===== config.mk =====
export PLATFORM = sky130hd
export DESIGN_NAME = rpm_telemetry_tx
export DESIGN_NICKNAME = d
export VERILOG_FILES = /design/src/rtl/rpm_telemetry_tx.sv
export SDC_FILE = /design/constraint.sdc
export NUM_CORES = 1
export LEC_CHECK = 0
export CELL_PAD_IN_SITES_DETAIL_PLACEMENT = 0
export CELL_PAD_IN_SITES_GLOBAL_PLACEMENT = 2
export CORE_MARGIN = 2
export CORE_UTILIZATION = 37
export CTS_CLUSTER_SIZE = 24
export DETAILED_ROUTE_END_ITERATION = 8
export HOLD_SLACK_MARGIN = 0.02
export PLACE_DENSITY = 0.77
export RECOVER_POWER = 100
export SLEW_MARGIN = 20
export SYNTH_ARGS = -nofsm -noshare
export SYNTH_HDL_FRONTEND = slang
export SYNTH_SLANG_ARGS = --single-unit

===== constraint.sdc =====
create_clock -name clk -period 3.5 [get_ports clk]
set_input_delay 0.525 -clock clk [delete_from_list [all_inputs] [get_ports clk]]
set_output_delay 0.525 -clock clk [all_outputs]
set_load 0.05 [all_outputs]

===== src/rtl/rpm_telemetry_tx.sv =====
// -----------------------------------------------------------------------------
// rpm_telemetry_tx
//
// Transmit-side UART telemetry block. It keeps the most recent RPM word from
// each encoder channel, serves the channels in round-robin order, and sends
// each word as a fixed 5-byte 8N1 frame:
//   A5, {5'b0, chn}, data[15:8], data[7:0], checksum (sum of first four, mod 256)
//
// Ports
//   clk           system clock, single domain
//   rstn          asynchronous active-low reset
//   rpm_valid_i   per-channel one-cycle strobe: new RPM word available
//   rpm_data_i    packed RPM words, channel k at [k*16 +: 16]
//   uart_tx       serial line, idle high (registered)
//   busy_o        high while a frame is on the line (registered)
//   frame_done_o  one-cycle pulse at the end of each frame's last stop bit
// -----------------------------------------------------------------------------
module rpm_telemetry_tx #(
  parameter int CLK_FREQ_HZ = 27_000_000,
  parameter int BAUD        = 115_200,
  parameter int DATA_WIDTH  = 16,
  parameter int NUM_CHN     = 4
) (
  input  logic                          clk,
  input  logic                          rstn,
  input  logic [NUM_CHN-1:0]            rpm_valid_i,
  input  logic [NUM_CHN*DATA_WIDTH-1:0] rpm_data_i,
  output logic                          uart_tx,
  output logic                          busy_o,
  output logic                          frame_done_o
);

  localparam int CHN_WIDTH    = 3;
  localparam int CLKS_PER_BIT = CLK_FREQ_HZ / BAUD;
  localparam int BAUD_W       = (CLKS_PER_BIT > 1) ? $clog2(CLKS_PER_BIT) : 1;
  localparam logic [BAUD_W-1:0] BAUD_LAST = BAUD_W'(CLKS_PER_BIT - 1);
  localparam logic [7:0] SYNC_BYTE = 8'hA5;

  localparam logic [2:0] S_IDLE  = 3'd0;
  localparam logic [2:0] S_LOAD  = 3'd1;
  localparam logic [2:0] S_START = 3'd2;
  localparam logic [2:0] S_DATA  = 3'd3;
  localparam logic [2:0] S_STOP  = 3'd4;

  logic [2:0]                           state_q, state_d;
  logic [NUM_CHN-1:0][DATA_WIDTH-1:0]   hold_q, hold_d;
  logic [NUM_CHN-1:0]                   pending_q, pending_d;
  logic [CHN_WIDTH-1:0]                 last_chn_q, last_chn_d;
  logic [CHN_WIDTH-1:0]                 chn_q, chn_d;
  logic [DATA_WIDTH-1:0]                data_q, data_d;
  logic [BAUD_W-1:0]                    baud_q, baud_d;
  logic [2:0]                           bit_q, bit_d;
  logic [2:0]                           byte_q, byte_d;
  logic                                 tx_q, tx_d;
  logic                                 busy_q, busy_d;
  logic                                 done_q, done_d;

  logic                                 rr_found;
  logic [CHN_WIDTH-1:0]                 rr_sel;
  logic [7:0]                           cur_byte;
  logic [7:0]                           checksum;
  logic                                 bit_end;

  assign uart_tx      = tx_q;
  assign busy_o       = busy_q;
  assign frame_done_o = done_q;
  assign bit_end      = (baud_q == BAUD_LAST);

  // Round-robin pick: the first pending channel at distance 1..NUM_CHN from
  // the channel served last.
  always_comb begin
    rr_found = 1'b0;
    rr_sel   = '0;
    for (int i = 1; i <= NUM_CHN; i++) begin
      for (int k = 0; k < NUM_CHN; k++) begin
        if (!rr_found && pending_q[k] && (k == (int'(last_chn_q) + i) % NUM_CHN)) begin
          rr_found = 1'b1;
          rr_sel   = CHN_WIDTH'(k);
        end
      end
    end
  end

  // The byte being shifted is selected from the frozen snapshot, so only the
  // 16-bit word and channel number need to be stored per frame.
  assign checksum = SYNC_BYTE + {5'b0, chn_q} + data_q[15:8] + data_q[7:0];

  always_comb begin
    case (byte_q)
      3'd0:    cur_byte = SYNC_BYTE;
      3'd1:    cur_byte = {5'b0, chn_q};
      3'd2:    cur_byte = data_q[15:8];
      3'd3:    cur_byte = data_q[7:0];
      default: cur_byte = checksum;
    endcase
  end

  always_comb begin
    // NOTE: every next-state variable takes its hold value first, so no path
    // through the case statement can leave one unassigned and infer a latch.
    state_d    = state_q;
    hold_d     = hold_q;
    pending_d  = pending_q;
    last_chn_d = last_chn_q;
    chn_d      = chn_q;
    data_d     = data_q;
    baud_d     = baud_q;
    bit_d      = bit_q;
    byte_d     = byte_q;
    tx_d       = tx_q;
    busy_d     = busy_q;
    done_d     = 1'b0;

    case (state_q)
      S_IDLE: begin
        if (rr_found) begin
          chn_d   = rr_sel;
          state_d = S_LOAD;
        end
      end
      S_LOAD: begin
        for (int k = 0; k < NUM_CHN; k++) begin
          if (chn_q == CHN_WIDTH'(k)) begin
            data_d       = hold_q[k];
            pending_d[k] = 1'b0;
          end
        end
        last_chn_d = chn_q;
        byte_d     = 3'd0;
        baud_d     = '0;
        tx_d       = 1'b0;
        busy_d     = 1'b1;
        state_d    = S_START;
      end
      S_START: begin
        if (bit_end) begin
          baud_d  = '0;
          bit_d   = 3'd0;
          tx_d    = cur_byte[0];
          state_d = S_DATA;
        end else begin
          baud_d = baud_q + 1'b1;
        end
      end
      S_DATA: begin
        if (bit_end) begin
          baud_d = '0;
          if (bit_q == 3'd7) begin
            tx_d    = 1'b1;
            state_d = S_STOP;
          end else begin
            bit_d = bit_q + 3'd1;
            tx_d  = cur_byte[bit_q + 3'd1];
          end
        end else begin
          baud_d = baud_q + 1'b1;
        end
      end
      S_STOP: begin
        if (bit_end) begin
          baud_d = '0;
          if (byte_q == 3'd4) begin
            done_d  = 1'b1;
            busy_d  = 1'b0;
            state_d = S_IDLE;
          end else begin
            byte_d  = byte_q + 3'd1;
            tx_d    = 1'b0;
            state_d = S_START;
          end
        end else begin
          baud_d = baud_q + 1'b1;
        end
      end
      default: begin
        tx_d    = 1'b1;
        busy_d  = 1'b0;
        state_d = S_IDLE;
      end
    endcase

    // A strobe is applied after the LOAD clear so that a word arriving in the
    // snapshot cycle stays pending; the frame in flight keeps the old word.
    for (int k = 0; k < NUM_CHN; k++) begin
      if (rpm_valid_i[k]) begin
        hold_d[k]    = rpm_data_i[k*DATA_WIDTH +: DATA_WIDTH];
        pending_d[k] = 1'b1;
      end
    end
  end

  // NOTE: the hold registers are small and their zero value is visible
  // state, so they sit in the reset list like any other flop rather than
  // being treated as an unreset memory.
  always_ff @(posedge clk or negedge rstn) begin
    if (!rstn) begin
      state_q    <= S_IDLE;
      hold_q     <= '0;
      pending_q  <= '0;
      last_chn_q <= CHN_WIDTH'(NUM_CHN - 1);
      chn_q      <= '0;
      data_q     <= '0;
      baud_q     <= '0;
      bit_q      <= '0;
      byte_q     <= '0;
      tx_q       <= 1'b1;
      busy_q     <= 1'b0;
      done_q     <= 1'b0;
    end else begin
      // NOTE: non-blocking assignments here; every flop samples the _d values
      // computed from the previous state, independent of statement order.
      state_q    <= state_d;
      hold_q     <= hold_d;
      pending_q  <= pending_d;
      last_chn_q <= last_chn_d;
      chn_q      <= chn_d;
      data_q     <= data_d;
      baud_q     <= baud_d;
      bit_q      <= bit_d;
      byte_q     <= byte_d;
      tx_q       <= tx_d;
      busy_q     <= busy_d;
      done_q     <= done_d;
    end
  end

endmodule


==> flow_summary.ini <==
[routing]
drt_iter0_drc = 240
ant_nets = 0
wl_um = 13400
dr.pass1.iters = 4
routed_via_density = 5.43
drc_errors = 0
drt-wirelength-per-cell_um = 18.5
num_vias = 3937

[sta]
slew_violations = 61
finalHoldViolations = 0
tightest_slew_ns = 1.57
finalCritPeriodShare_pct = 84.4
tns_ns = 0
fmax_ghz = 0.338
slew_headroom_pct = -4.97
period_needed_ns = 2.95
rsz0062_at_grt = false
finalSetupViolCount = 0
finClkSkew_ns = 0.00350

[floorplan]
core_region_area_um2 = 15000
die_h_um = 127
ios = 73
die-area_um2 = 16200
std_cell_rows = 45
fp.dieW_um = 127
initial_core_util_pct = 37.5

[worst_setup_path]
arrival_ns = 3.22
rr_startpoint = chn_q[1]$_DFFE_PN0P_
path_class = flop to flop
worstPathRequired_ns = 3.76
path_max_fanout = 3
crit_start = chn_q[1]$_DFFE_PN0P_
start_kind = flop
cp-end-kind = flop

[placed_design]
dpl.cell_count = 709
placed_area_um2 = 6520
finalWeightedCongestion = 0.841
dpl.hpwl_um = 9570
port_buffers = 72

[status]
violations = capacitance limit, slew limit
status = finished with violations

[synthesis]
synth.distinct_cells = 62
synth-main-ff-cell = dfrtp_1
yosys_warnings = 0
synth_area_leaders = dfrtp_1 47%, mux2_2 15%, mux4_2 6.4%, ha_1 4.9%, o21ai_0 2.8%
synth_edf_count = 0
synth_seq_cells = 108
async_flop_share_pct = 100
syn_inst = 467
syn-cell-area_um2 = 5630
yosysTopAreaCell = dfrtp_1
synth_fp_nets = 561
postSynthAreaPerCell_um2 = 12.1
synth_seq_area_share_pct = 48.1
synth_top_area_share_pct = 46.7

[min_path]
hp-start = hold_q[39]$_DFFE_PN0P_
hold_path.class = flop to flop

[cells_and_area]
n_fill_cell = 1412
nets = 626
drive_gt1_share_pct = 22.0
final_core_util_pct = 45.0
area_growth_pct = 20.2
final_cell_area_um2 = 6770
antenna_cells = 0
finalNonFillerCells = 725

[power_and_ir_drop]
p_leak_nw = 2.77
pwr-share-clk_pct = 33.3
p_sw_w = 0.000795
powerDensity_nw_per_um2 = 437
p_int_w = 0.00216
total_power_w = 0.00296
power_frac_comb_pct = 19.0
p_seq_share_pct = 47.7
switching_share_pct = 26.9
ir_drop_v = 0.000253

[clocking]
postCtsHoldBufs = 0
htree_levels = 3
clk_pin_slew_ns = 0.07
cts_tree = yes
post_cts_resized = 0
clkLatencyLatePin_ns = 0.36
cts_buffer_depth = 2
cts.sinks = 108
clock_tree.root_cell = clkbuf_16
numCtsBuffers = 9
cts_setup_buffers = 0

[global_routing]
grt_usage_pct = 17.9
grt_max_degree = 61
gr-total-overflow = 0
grt_pass1_wl_um = 22600
antenna_found_initial = 0
grt_pass1_vias = 4172

[job]
max-cap-violations = 1
## worst paths after layout
| path | end | slack, ns | cells after the start |
|---|---|---|---|
| min | hold_q[39]$_DFFE_PN0P_ | 0.50 | 1 |
| max in group asynchronous | hold_q[17]$_DFFE_PN0P_ | 0.99 | 2 |
| min reg2reg | hold_q[39]$_DFFE_PN0P_ | 0.50 | 1 |
| max reg2reg | uart_tx$_DFFE_PN1P_ | 0.55 | 8 |
| max | uart_tx$_DFFE_PN1P_ | 0.55 | 8 |
| min in group asynchronous | hold_q[3]$_DFFE_PN0P_ | 0.55 | 1 |
## state kept, by name (all words and copies together), names as in the netlist
register / flops
last_chn_q: 2
frame_done_o: 1
bit_q: 3
pending_q: 4
uart_tx: 1
hold_q: 64
byte_q: 3
baud_q: 8
state_q: 3
data_q: 16
chn_q: 2
busy_o: 1
## critical path, stage by stage (launching register included)
cell      delay (ns)
dfrtp_1         0.41
fa_1            0.53
fa_1            0.50
a211o_1         0.33
a2111o_1        0.37
o21ai_0         0.07
a211oi_1        0.09
o311ai_0        0.39
a41oi_1         0.17
## placed cells by master, fill, tap and decap left out, types with 4 or more instances in the layout
cell type        instances
a211oi_1                 6
a21o_1                   6
a21oi_1                 15
a221oi_1                 4
a22o_1                   5
clkbuf_16                9
clkdlybuf4s50_1         64
dfrtp_1                105
dlygate4sd3_1            7
ha_1                    22
inv_1                   25
mux2_2                  76
mux4_2                  16
nand2_1                 28
nand2b_1                 5
nand3_1                  8
nor2_1                  18
nor3_1                   7
o21ai_0                 33
o31ai_1                  5
xnor2_1                  6
## kinds of logic after synthesis
group	after synthesis	share of synthesized area, %
simple gates	89	8.33
flops	108	48.1
mux	92	21.6
compound gates	100	11.8
fa+ha+maj	24	5.60
buf+inv	47	3.49
xor+xnor	7	1.09
## stage by stage
stage               worst slack [ns]  hold WS, ns
global placement               0.665        0.485
floorplan                      0.414        0.229
global route                   0.403        0.526
CTS                            0.631        0.300
detailed placement             0.640        0.493
finish                         0.545        0.505
## power groups by stage
stage	clock [W]	combinational, W	sequential, W
6_report	0.000985	0.000562	0.00141
5_1_grt	0.00106	0.000618	0.00142
4_1_cts	0.00102	0.000569	0.00141
3_5_place_dp	0	0.000564	0.00143
3_3_place_gp	0	0.000557	0.00143
2_1_floorplan	0	0.000368	0.00141
## synthesized netlist by cell type, types with 2 or more instances
library cell  count
dfrtp_1         105
mux2_2           76
o21ai_0          32
nand2_1          28
inv_1            25
ha_1             22
nor2_1           18
mux4_2           16
a21oi_1          15
clkbuf_1          9
nand3_1           8
a211oi_1          6
a21o_1            6
buf_2             6
nor3_1            6
xnor2_1           6
a22o_1            5
nand2b_1          5
o31ai_1           5
a221oi_1          4
buf_1             4
a211o_1           3
and3_1            3
dfstp_2           3
nor2b_1           3
o22ai_1           3
a221o_1           2
a31oi_1           2
a32oi_1           2
fa_1              2
nand3b_1          2
nor3_2            2
nor4_1            2
nor4_2            2
o21a_1            2
## cell type report
type                    instances  area [um2]  share of cell area, %
clock buffers                  12         246                   3.64
clock inverters                 4        31.3                  0.462
inverters                      25        93.8                   1.39
multi-input cells             312        2710                   40.1
flip-flops and latches        108        2710                   40.0
well taps                     188         235                   3.48
repair buffers                 76         739                   10.9
## layer usage
metal	GRT usage [%]	vias to the layer above	wire [um]
li1	-	1841	-
met1	25.0	2005	6370
met2	28.1	78	6350
met3	3.94	13	506
met4	5.56	0	190
met5	0	-	0
(Power assumes the default switching activity.)
